[config.mk]
export PLATFORM = sky130hd
export DESIGN_NAME = usb_tx_encoder
export DESIGN_NICKNAME = d
export VERILOG_FILES = /design/src/rtl/usb_pkg.sv /design/src/rtl/usb_line_driver.sv /design/src/rtl/usb_tx_encoder.sv
export SDC_FILE = /design/constraint.sdc
export NUM_CORES = 1
export LEC_CHECK = 0
export BUFFER_PORTS_ARGS = -buffer_cell sky130_fd_sc_hd__buf_2
export CAP_MARGIN = 0
export CORE_AREA = 2 2 39 41
export DETAILED_ROUTE_END_ITERATION = 6
export DIE_AREA = 0 0 41 43
export SETUP_SLACK_MARGIN = 0.3
export SYNTH_ARGS = -nofsm -noshare
export SYNTH_HDL_FRONTEND = slang
export SYNTH_SLANG_ARGS = --single-unit
[constraint.sdc]
create_clock -name clk -period 2.15 [get_ports clk]
set_input_delay 0.215 -clock clk [delete_from_list [all_inputs] [get_ports clk]]
set_output_delay 0.215 -clock clk [all_outputs]
set_load 0.02 [all_outputs]
[src/rtl/usb_pkg.sv]
// Shared USB line-level definitions: line-state enum, dp/dm pairs for the
// full- and low-speed J/K states, and the NRZI next-state helper. Used by
// the transmit encoder and the receive decoder.
package usb_pkg;

  // Bus line state held by the encoder. The fourth code (2'b11) is never
  // produced. Consumers map it to SE0 so the lines can never show dp1/dm1.
  typedef enum logic [1:0] {
    LS_J   = 2'd0,
    LS_K   = 2'd1,
    LS_SE0 = 2'd2
  } line_state_t;

  // Line levels are packed as {dp, dm}.
  typedef logic [1:0] dpdm_t;

  // Full-speed polarity.
  localparam dpdm_t FS_J_DPDM = 2'b10;
  localparam dpdm_t FS_K_DPDM = 2'b01;

  // Low-speed polarity: J and K swap. SE0 is the same in both speeds.
  localparam dpdm_t LS_J_DPDM = 2'b01;
  localparam dpdm_t LS_K_DPDM = 2'b10;

  localparam dpdm_t SE0_DPDM  = 2'b00;

  // NRZI: a data 0 swaps J and K, and a data 1 keeps the current state.
  // The function is defined only for J and K. Any other input restarts at J,
  // which is also how an EOP is terminated.
  function automatic line_state_t nrzi_next(input line_state_t cur,
                                            input logic        data_bit);
    line_state_t nxt;
    nxt = LS_J;
    case (cur)
      LS_J:    nxt = data_bit ? LS_J : LS_K;
      LS_K:    nxt = data_bit ? LS_K : LS_J;
      default: nxt = LS_J;
    endcase
    return nxt;
  endfunction

endpackage : usb_pkg

[src/rtl/usb_line_driver.sv]
// Combinational mapping from line_state_t to the D+/D- levels.
// Polarity option: define USB_ENCODER_LOW_SPEED_EN for low-speed J/K
// polarity. When it is undefined, the full-speed polarity is used.
module usb_line_driver
  import usb_pkg::*;
(
  input  line_state_t state_i,
  output logic        dp_o,
  output logic        dm_o
);

  dpdm_t j_dpdm;
  dpdm_t k_dpdm;
  dpdm_t dpdm;

`ifdef USB_ENCODER_LOW_SPEED_EN
  assign j_dpdm = LS_J_DPDM;
  assign k_dpdm = LS_K_DPDM;
`else
  assign j_dpdm = FS_J_DPDM;
  assign k_dpdm = FS_K_DPDM;
`endif

  // Decode the line state to its dp/dm pair. The unused code drives SE0.
  always_comb begin
    // NOTE: assigning a default before the case guarantees that every path
    // writes dpdm, so no latch is inferred when a new state is added.
    dpdm = SE0_DPDM;
    case (state_i)
      LS_J:    dpdm = j_dpdm;
      LS_K:    dpdm = k_dpdm;
      LS_SE0:  dpdm = SE0_DPDM;
      default: dpdm = SE0_DPDM;
    endcase
  end

  assign dp_o = dpdm[1];
  assign dm_o = dpdm[0];

endmodule : usb_line_driver

[src/rtl/usb_tx_encoder.sv]
// USB 1.x transmit line encoder. It turns the bit-stuffed serial stream into
// NRZI-coded D+/D- levels and inserts SE0 for the end of packet. The only
// state is the 2-bit line-state register. The line driver decodes that
// register to the pins, so the outputs change only on strobe or reset edges.
// Polarity option: USB_ENCODER_LOW_SPEED_EN (see usb_line_driver).
module usb_tx_encoder
  import usb_pkg::*;
(
  input  logic clk,
  input  logic n_rst,         // synchronous, active-high despite its name
  input  logic serial_in,
  input  logic shift_strobe,
  input  logic send_eop,
  output logic dp_out,
  output logic dm_out
);

  line_state_t state_q;
  line_state_t state_d;

  // State register. A reset returns the line to idle J and discards any
  // pending toggle or EOP.
  always_ff @(posedge clk) begin
    // NOTE: sequential state uses non-blocking assignments, so every flop
    // samples its pre-edge inputs regardless of the order of the blocks.
    if (n_rst) begin
      state_q <= LS_J;
    end else begin
      state_q <= state_d;
    end
  end

  // Next-state logic. The encoder advances only on a strobe, and EOP takes
  // priority over NRZI. The first bit time after an EOP is always J. NRZI
  // then restarts from that J.
  always_comb begin
    state_d = state_q;
    if (shift_strobe) begin
      if (send_eop) begin
        state_d = LS_SE0;
      end else if (state_q == LS_SE0) begin
        state_d = LS_J;
      end else begin
        state_d = nrzi_next(state_q, serial_in);
      end
    end
  end

  // Output decode. The line driver applies the build's J/K polarity.
  usb_line_driver u_line_driver (
    .state_i (state_q),
    .dp_o    (dp_out),
    .dm_o    (dm_out)
  );

  // The bus must never see dp1/dm1. The state register must never hold the
  // unused code.
  always @(posedge clk) begin
    assert (!(dp_out && dm_out))
      else $error("illegal line level dp=1 dm=1");
    assert (state_q != line_state_t'(2'b11))
      else $error("line-state register holds unused code");
  end

endmodule : usb_tx_encoder

==> impl_metrics.ini, run 1 <==
[clocking]
htreeDepth = 1
clk_pin_slew_worst_paths_ns = 0.03
cts_resized = 0
cts_tree = done
cts_buffer_depth = 2
post_cts_buffers = 0
cts_sinks = 2
insertion_delay_ns = 0.22
hold_buffers = 0
ctsRootBufferMaster = clkbuf_4
numCtsBuffers = 3

[detailed_routing]
wire_per_inst_um = 6.86
route.layer.met1.wl_um = 118
drc = 0
drtAntennaViolNets = 0
via_count = 105
drt_first_iter_violations = 2
via_per_inst = 2.92
drtPass1Iterations = 4
top_layer = met3
routed_wl_um = 247
met3_length_um = 52
wl_met2_um = 75

[sta]
hold_viol_final = 0
finalMaxSlewViolations = 0
period_share_pct = 55.5
setup_viol = 0
worst_pin_slew_ns = 0.135
max_slew_margin_pct = 90.7
layout_min_cycle_time_ns = 1.19
skew_ns = 0.00121
clock.fmax_mhz = 839
tns_ns = 0
rsz0062_at_grt = no

[worst_setup_path]
arrival_ns = 1.35
rr_worst_depth = 3
crit_type = register to register
cp_data_required_time_ns = 2.31
critPathMaxFanout = 5
worstSetupEndpointType = register
setup.worst_path.start_class = register

[layout]
largest_reg_flops = 2
diodes = 0
drive_gt1_share_pct = 55.0
largestRegisters = state_q: 2 flops
regMostFlops = state_q
instances_no_fill = 36
syn2layout_area_growth_pct = 70.7
nets = 27

[placement]
place_inst = 33
numPortBuffers = 6
gp_congestion = 0.459

[global_route]
grt_max_degree = 6
overflow = 0
grt_antenna_before_repair = 0
grt_pass1_vias = 107
grt_pass1_wl_um = 379
grt_usage_pct = 3.91

[synth]
synth-seq-cells = 2
ys_types = 9
synth-main-ff-cell = dfxtp_1
synth_nets = 16
ys_seq_area_share_pct = 39.0
yosysTopAreaCell = dfxtp_1
ys_warn_count = 0
synth_edf_count = 0
synth_area_per_cell_um2 = 9.33
synth_area_um2 = 103
synth_area_leaders = dfxtp_1 (39%), mux2i_1 (9.8%), a211o_1 (8.5%)
syn-instance-count = 11
synth_top_area_share_pct = 39.0
yosys-top-cells-count = dfxtp_1 (2), nor2_1 (2)
async_flop_share_pct = 0

[power_and_ir_drop]
peakVddDrop_uv = 79.1
power.density_nw_per_um2 = 798
leakage_nw = 0.0762

[worst_hold_path]
whs_path_depth = 2
hp-class = primary input to register

[floorplanning]
rows = 14
pin_count = 7
initial_core_util_pct = 7.41
fp.dieW_um = 41
die-area_um2 = 1760
core_area_um2 = 1380
die_y_um = 43

[flow_run]
drv_cap = 0

[status]
status = completed
[metal layers]
metal	global-route usage (%)	up-vias
li1	-	56
met3	3.14	0
met5	0	-
met4	6.00	0
met2	3.44	9
met1	4.15	40
[critical path, cell delays in order, from the launching register on]
cell and delay, ns:
dfxtp_1 0.32, or3b_1 0.37, a211o_1 0.31, a21oi_2 0.13
[power by group]
| part | leakage (nW) | switching, mW | internal, mW |
|---|---|---|---|
| Combinational | 0.0460 | 0.00847 | 0.00831 |
| Sequential | 0.0164 | 0.00182 | 0.0394 |
| Clock | 0.0138 | 0.0203 | 0.0615 |
[layout make-up]
| class | instances | area [µm²] |
|---|---|---|
| repair buffers | 6 | 30.0 |
| well taps | 16 | 20.0 |
| clock buffers | 3 | 22.5 |
| multi-input cells | 9 | 62.6 |
| fillers | 158 | 1210 |
| flip-flops and latches | 2 | 40.0 |
[path summary, 6_finish.rpt]
path                   start    endpoint  slack, ns
hold reg to reg   state_q[1]  state_q[1]       0.56
hold / removal         n_rst  state_q[0]       0.17
setup reg to reg  state_q[0]  state_q[0]       0.96
setup / recovery  state_q[0]  state_q[0]       0.96
[logic make-up after synthesis]
family	count (synthesis)	share of synthesized area [%]
AOI/OAI and AO/OA	2	17.1
DFF	2	39.0
muxes	1	9.76
and+or+nand+nor	6	34.2
[stage by stage]
step                area [µm²]  utilization (%)  setup slack [ns]  hold slack [ns]  total power [mW]
finish                     175             12.7             0.958            0.169             0.140
detailed placement         153             11.0             0.958            0.399            0.0585
CTS                        175             12.7             0.956            0.161             0.147
floorplan                  103                -              1.00            0.277            0.0506
global placement           153             11.0             0.970            0.398            0.0582
global route               175             12.7             0.888            0.177             0.151
[cells in the final DEF, fill, tap and decap left out]
cell type / synthesis / layout
nand2_1: 1 / 1
nor2b_1: 1 / 1
or2b_2: 1 / 1
mux2i_1: 1 / 1
buf_2: 0 / 6
nor2_1: 2 / 2
clkbuf_4: 0 / 3
a211o_1: 1 / 1
or3b_1: 1 / 1
dfxtp_1: 2 / 2
a21oi_2: 1 / 1
Power figures use the tool's default switching activity.
==> run 2: changes to the inputs <==
--- a/config.mk
+++ b/config.mk
@@ -5,6 +5,7 @@
 export SDC_FILE = /design/constraint.sdc
 export NUM_CORES = 1
 export LEC_CHECK = 0
+export ABC_AREA = 1
 export BUFFER_PORTS_ARGS = -buffer_cell sky130_fd_sc_hd__buf_2
 export CAP_MARGIN = 0
 export CORE_AREA = 2 2 39 41
==> constraint.sdc (replaced) <==
create_clock -name clk -period 1.1 [get_ports clk]
set_input_delay 0.11 -clock clk [delete_from_list [all_inputs] [get_ports clk]]
set_output_delay 0.11 -clock clk [all_outputs]
set_load 0.02 [all_outputs]
==> run 2 against run 1 <==
Cell count rose by 17%. Critical path depth unchanged. Total power rose by 110%. Clock skew increased by 0.0034 ns. Core utilization grew 1.2 points. Synthesized cell count up 55%. Sequential share of layout area decreased by 0.63 points. Non-clock buffer count unchanged. Largest cell class unchanged.
==> impl_metrics.ini, run 2 <==
[status]
status = completed

[placement]
place_worst_setup_slack_ns = 0.367
gp_congestion = 0.483
place_inst = 39
numPortBuffers = 6
dpl_cell_area_um2 = 155
dp_hpwl_um = 185

[synth]
synth_area_leaders = dfxtp_1 (38%), nand2_1 (21%), inv_1 (11%)
ys_warn_count = 0
synth-seq-cells = 2
ys_types = 8
synth_area_um2 = 105
synth.area.mux_share_pct = 0
synth_compound_area_share_pct = 4.76
synth_top_family_by_area = simple AND/OR/NAND/NOR gates
synth-main-ff-cell = dfxtp_1
synth_xor_area_share_pct = 0
synth_nets = 22
async_flop_share_pct = 0
synth_area_per_cell_um2 = 6.18
synthAdderAreaFrac_pct = 0
yosys.area_share.simple_pct = 46.4
synth_edf_count = 0
yosys-top-cells-count = nand2_1 (6), inv_1 (3), dfxtp_1 (2), nor2_1 (2)
synth.most_common_cell = nand2_1
syn-instance-count = 17
ys_seq_area_share_pct = 38.1
synth_top_area_share_pct = 38.1
yosysTopAreaCell = dfxtp_1

[clocking]
ctsRootBufferMaster = clkbuf_4
hold_buffers = 0
insertion_delay_ns = 0.22
numCtsBuffers = 3
cts_buffer_depth = 2
cts_sinks = 2
post_cts_buffers = 0
clk_pin_slew_worst_paths_ns = 0.03
cts_tree = done
htreeDepth = 1

[worst_setup_path]
critPathSlowestCell = dfxtp_2
slowest_delay_ns = 0.33
crit_type = register to output pin
cp_data_required_time_ns = 0.99
critPathMaxFanout = 3
crit_chain = inv_2 > nor2_2 > buf_6
setup.worst_path.start_class = register
worstSetupEndpointType = output pin
arrival_ns = 0.82

[power_and_ir_drop]
power_frac_seq_pct = 28.6
peakVddDrop_uv = 183
p_clk_share_pct = 56.2
power.density_nw_per_um2 = 1500
p_int_mw = 0.219
leakage_nw = 0.0925
swShare_pct = 23.6
p_comb_share_pct = 15.2
p_switching_mw = 0.0679

[flow_run]
drv_cap = 0

[layout]
regArea_um2 = 42.5
largest_reg_flops = 2
regMostFlops = state_q
nets = 33
drive_gt1_share_pct = 53.8
multi_input_area_um2 = 56.3
final_cell_mix = nand2_1 (6), buf_2 (4), clkbuf_4 (3)
largestRegisters = state_q: 2 flops
diodes = 0
final_cell_area_um2 = 191
syn2layout_area_growth_pct = 82.1
fill_cells = 164
layout_commonest_cell = nand2_1
instances_no_fill = 42

[sta]
tns_ns = 0
layout_min_cycle_time_ns = 0.927
worst_pin_slew_ns = 0.0940
clock.fmax_mhz = 1080
finalMaxSlewViolations = 0
period_share_pct = 84.2
max_slew_margin_pct = 93.7
holdWs_ns = 0.0526
hold_viol_final = 0
skew_ns = 0.00457
finalWorstSetupSlack_ns = 0.173
rsz0062_at_grt = yes
setup_viol = 0

[floorplanning]
fp.dieW_um = 41
pin_count = 7
core_area_um2 = 1380
die_y_um = 43
die-area_um2 = 1760
initial_core_util_pct = 7.59
rows = 14

[detailed_routing]
drt_first_iter_violations = 1
drtAntennaViolNets = 0
drtPass1Iterations = 2
via_count = 118
drc = 0
wire_per_inst_um = 5.98
via_per_inst = 2.81
routed_wl_um = 251

[worst_hold_path]
hp-class = primary input to register

[global_route]
grt_antenna_before_repair = 0
grt_usage_pct = 4.10
grt_pass1_wl_um = 379
overflow = 0
grt_pass1_vias = 106
grt_max_degree = 6
-- run 2: routing by layer --
layer	track usage (%)	up-vias	wire length, µm
li1	-	69	-
met1	2.87	44	114
met2	4.38	5	114
met3	4.71	0	21
met4	6.00	0	0
met5	0	-	0
-- run 2: metrics by stage --
stage | power, mW | util, %
after global routing | 0.309 | 13.8
after detailed placement | 0.120 | 11.2
after floorplan | 0.104 | -
after CTS | 0.296 | 13.3
final | 0.287 | 13.8
after global placement | 0.119 | 11.2
-- run 2: cell type report --
cell class	count	area share [%]
inverter	3	5.88
clock buffer	3	11.8
timing repair buffer	6	20.3
multi-input combinational	12	29.4
tap	16	10.5
sequential	2	22.2
-- run 2: power by group through the flow --
stage | Clock (mW) | Sequential (mW) | Combinational, mW
6_report | 0.161 | 0.0822 | 0.0436
5_1_grt | 0.177 | 0.0830 | 0.0489
4_1_cts | 0.173 | 0.0812 | 0.0416
3_5_place_dp | 0 | 0.0817 | 0.0382
3_3_place_gp | 0 | 0.0816 | 0.0373
2_1_floorplan | 0 | 0.0809 | 0.0227
-- run 2: final timing paths --
check                     to  slack [ns]  depth (start not counted)        from
setup reg to reg  state_q[0]        0.47                          3  state_q[0]
setup / recovery      dm_out        0.17                          3  state_q[0]
hold / removal    state_q[1]        0.05                          2       n_rst
hold reg to reg   state_q[1]        0.48                          2  state_q[1]
-- run 2: critical path: cells and delay by family, from the launching register on --
kind / cells / cell delay, ns
buffers and inverters: 2 / 0.16
DFF: 1 / 0.33
and+or+nand+nor: 1 / 0.10
-- run 2: timing repair --
action	in CTS	in global routing
pin swaps	0	1
endpoints found under the hold margin	0	0
gates resized for setup	3	4
setup endpoints to repair	2	2
-- run 2: cell families after synthesis --
family                 Yosys count
and+or+nand+nor                 11
buffers and inverters            3
AOI/OAI and AO/OA                1
DFF                              2
==> run 3: changes to the inputs <==
==> constraint.sdc (replaced) <==
create_clock -name clk -period 0.9 [get_ports clk]
set_input_delay 0.09 -clock clk [delete_from_list [all_inputs] [get_ports clk]]
set_output_delay 0.09 -clock clk [all_outputs]
set_load 0.02 [all_outputs]
==> run 3 against run 2 <==
Non-clock buffer count grew 2. Critical path type unchanged. Sequential cell count unchanged. Cell area rose by 17%. Critical endpoint unchanged. Setup slack worse by 0.17 ns.
==> impl_metrics.ini, run 3 (synthesis results as in run 2) <==
[status]
status = completed

[power_and_ir_drop]
p_clk_share_pct = 54.6
p_comb_share_pct = 18.4
p_int_mw = 0.277
power.density_nw_per_um2 = 1660
leakage_nw = 0.106
power_frac_seq_pct = 27.0
peakVddDrop_uv = 538
p_switching_mw = 0.0940
swShare_pct = 25.3

[worst_setup_path]
worstSetupEndpointType = output pin
crit_buf_inv = 2
critPathSlowestCell = dfxtp_2
setup.worst_path.start_class = register
cp_data_required_time_ns = 0.81
critPathMaxFanout = 3
arrival_ns = 0.80
critPathTopFamily = flip-flops
slowest_delay_ns = 0.34
crit_chain = inv_2 > nor2_4 > buf_6
crit_type = register to output pin

[layout]
largestRegisters = state_q: 2 flops
instances_no_fill = 44
largest_reg_flops = 2
regArea_um2 = 45.0
layout_commonest_cell = nand2_1
fill_cells = 167
multi_input_area_um2 = 67.6
nets = 35
final_cell_mix = nand2_1 (6), buf_2 (4), clkbuf_4 (3)
syn2layout_area_growth_pct = 113
regMostFlops = state_q
drive_gt1_share_pct = 64.3
diodes = 0

[sta]
clock.fmax_mhz = 1120
max_slew_margin_pct = 93.7
rsz0062_at_grt = yes
finalWorstSetupSlack_ns = 0.00818
skew_ns = 0.00298
finalMaxSlewViolations = 0
tns_ns = 0
period_share_pct = 99.1
setup_viol = 0
worst_pin_slew_ns = 0.0935
hold_viol_final = 0
layout_min_cycle_time_ns = 0.892

[clocking]
insertion_delay_ns = 0.23
hold_buffers = 0
cts_buffer_depth = 2
cts_tree = done
clk_pin_slew_worst_paths_ns = 0.03
htreeDepth = 1
cts_sinks = 2
numCtsBuffers = 3
ctsRootBufferMaster = clkbuf_4

[detailed_routing]
routed_wl_um = 279
wire_per_inst_um = 6.34
drtPass1Iterations = 4
drc = 0
via_per_inst = 2.98
drtAntennaViolNets = 0
via_count = 131
drt_first_iter_violations = 1

[placement]
place_inst = 39
gp_congestion = 0.548
place_worst_setup_slack_ns = 0.206
numPortBuffers = 6

[global_route]
use_met2_pct = 4.06
grt_pass1_vias = 132
grt_max_degree = 6
overflow = 0
grt_antenna_before_repair = 0
grt_pass1_wl_um = 427
grt_usage_pct = 4.30
use_met1_pct = 4.78
met3_usage_pct = 6.28
top_usage_layer = met3

[floorplanning]
pin_count = 7
rows = 14
die-area_um2 = 1760
die_y_um = 43
initial_core_util_pct = 7.59
fp.dieW_um = 41
core_area_um2 = 1380

[worst_hold_path]
hp-class = primary input to register

[flow_run]
drv_cap = 0
==> run 3: power groups by stage <==
stage	sequential, mW	clock (mW)	combinational [mW]
2_1_floorplan	0.102	0	0.0313
3_3_place_gp	0.104	0	0.0500
3_5_place_dp	0.103	0	0.0505
4_1_cts	0.102	0.214	0.0601
5_1_grt	0.101	0.224	0.0753
6_report	0.100	0.203	0.0682
==> run 3: what timing repair did <==
item,4_1_cts,5_1_grt
endpoints found under the hold margin,0,0
setup buffers,1,1
endpoints found under the setup margin,4,4
gates resized for setup,3,3
pin swaps,0,1
==> run 3: cell type report <==
class | count | share of cell area, %
multi-input combinational | 12 | 30.2
tap | 16 | 8.94
sequential | 2 | 20.1
timing repair buffer | 8 | 25.7
clock buffer | 3 | 10.1
inverter | 3 | 5.03
==> run 3: path summary, 6_finish.rpt <==
kind | startpoint | end | slack (ns) | cells after the start
worst max-delay path | state_q[0] | dm_out | 0.008 | 3
worst min-delay path | n_rst | state_q[1] | 0.03 | 2
worst max register to register | state_q[0] | state_q[0] | 0.16 | 5
worst min register to register | state_q[1] | state_q[1] | 0.51 | 2
==> run 3: stage by stage <==
| stage | area, µm² | hold slack (ns) | utilization, % | power [mW] |
|---|---|---|---|---|
| after floorplan | 118 | 0.152 | - | 0.134 |
| after global placement | 168 | 0.254 | 12.1 | 0.154 |
| after detailed placement | 168 | 0.263 | 12.1 | 0.154 |
| after CTS | 206 | 0.0227 | 14.9 | 0.377 |
| after global routing | 224 | 0.0233 | 16.2 | 0.401 |
| final | 224 | 0.0311 | 16.2 | 0.371 |
==> run 3: layer usage <==
metal | routed length, µm | vias up
met1 | 149 | 50
met3 | 34 | 0
met2 | 96 | 7
met5 | 0 | -
li1 | - | 74
met4 | 0 | 0
==> run 3: worst reg2reg max path, cell delays in order (launching register included) <==
cell,delay (ns)
dfxtp_2,0.34
inv_2,0.05
buf_4,0.12
nand2_1,0.05
nand2_1,0.06
nor2_2,0.06
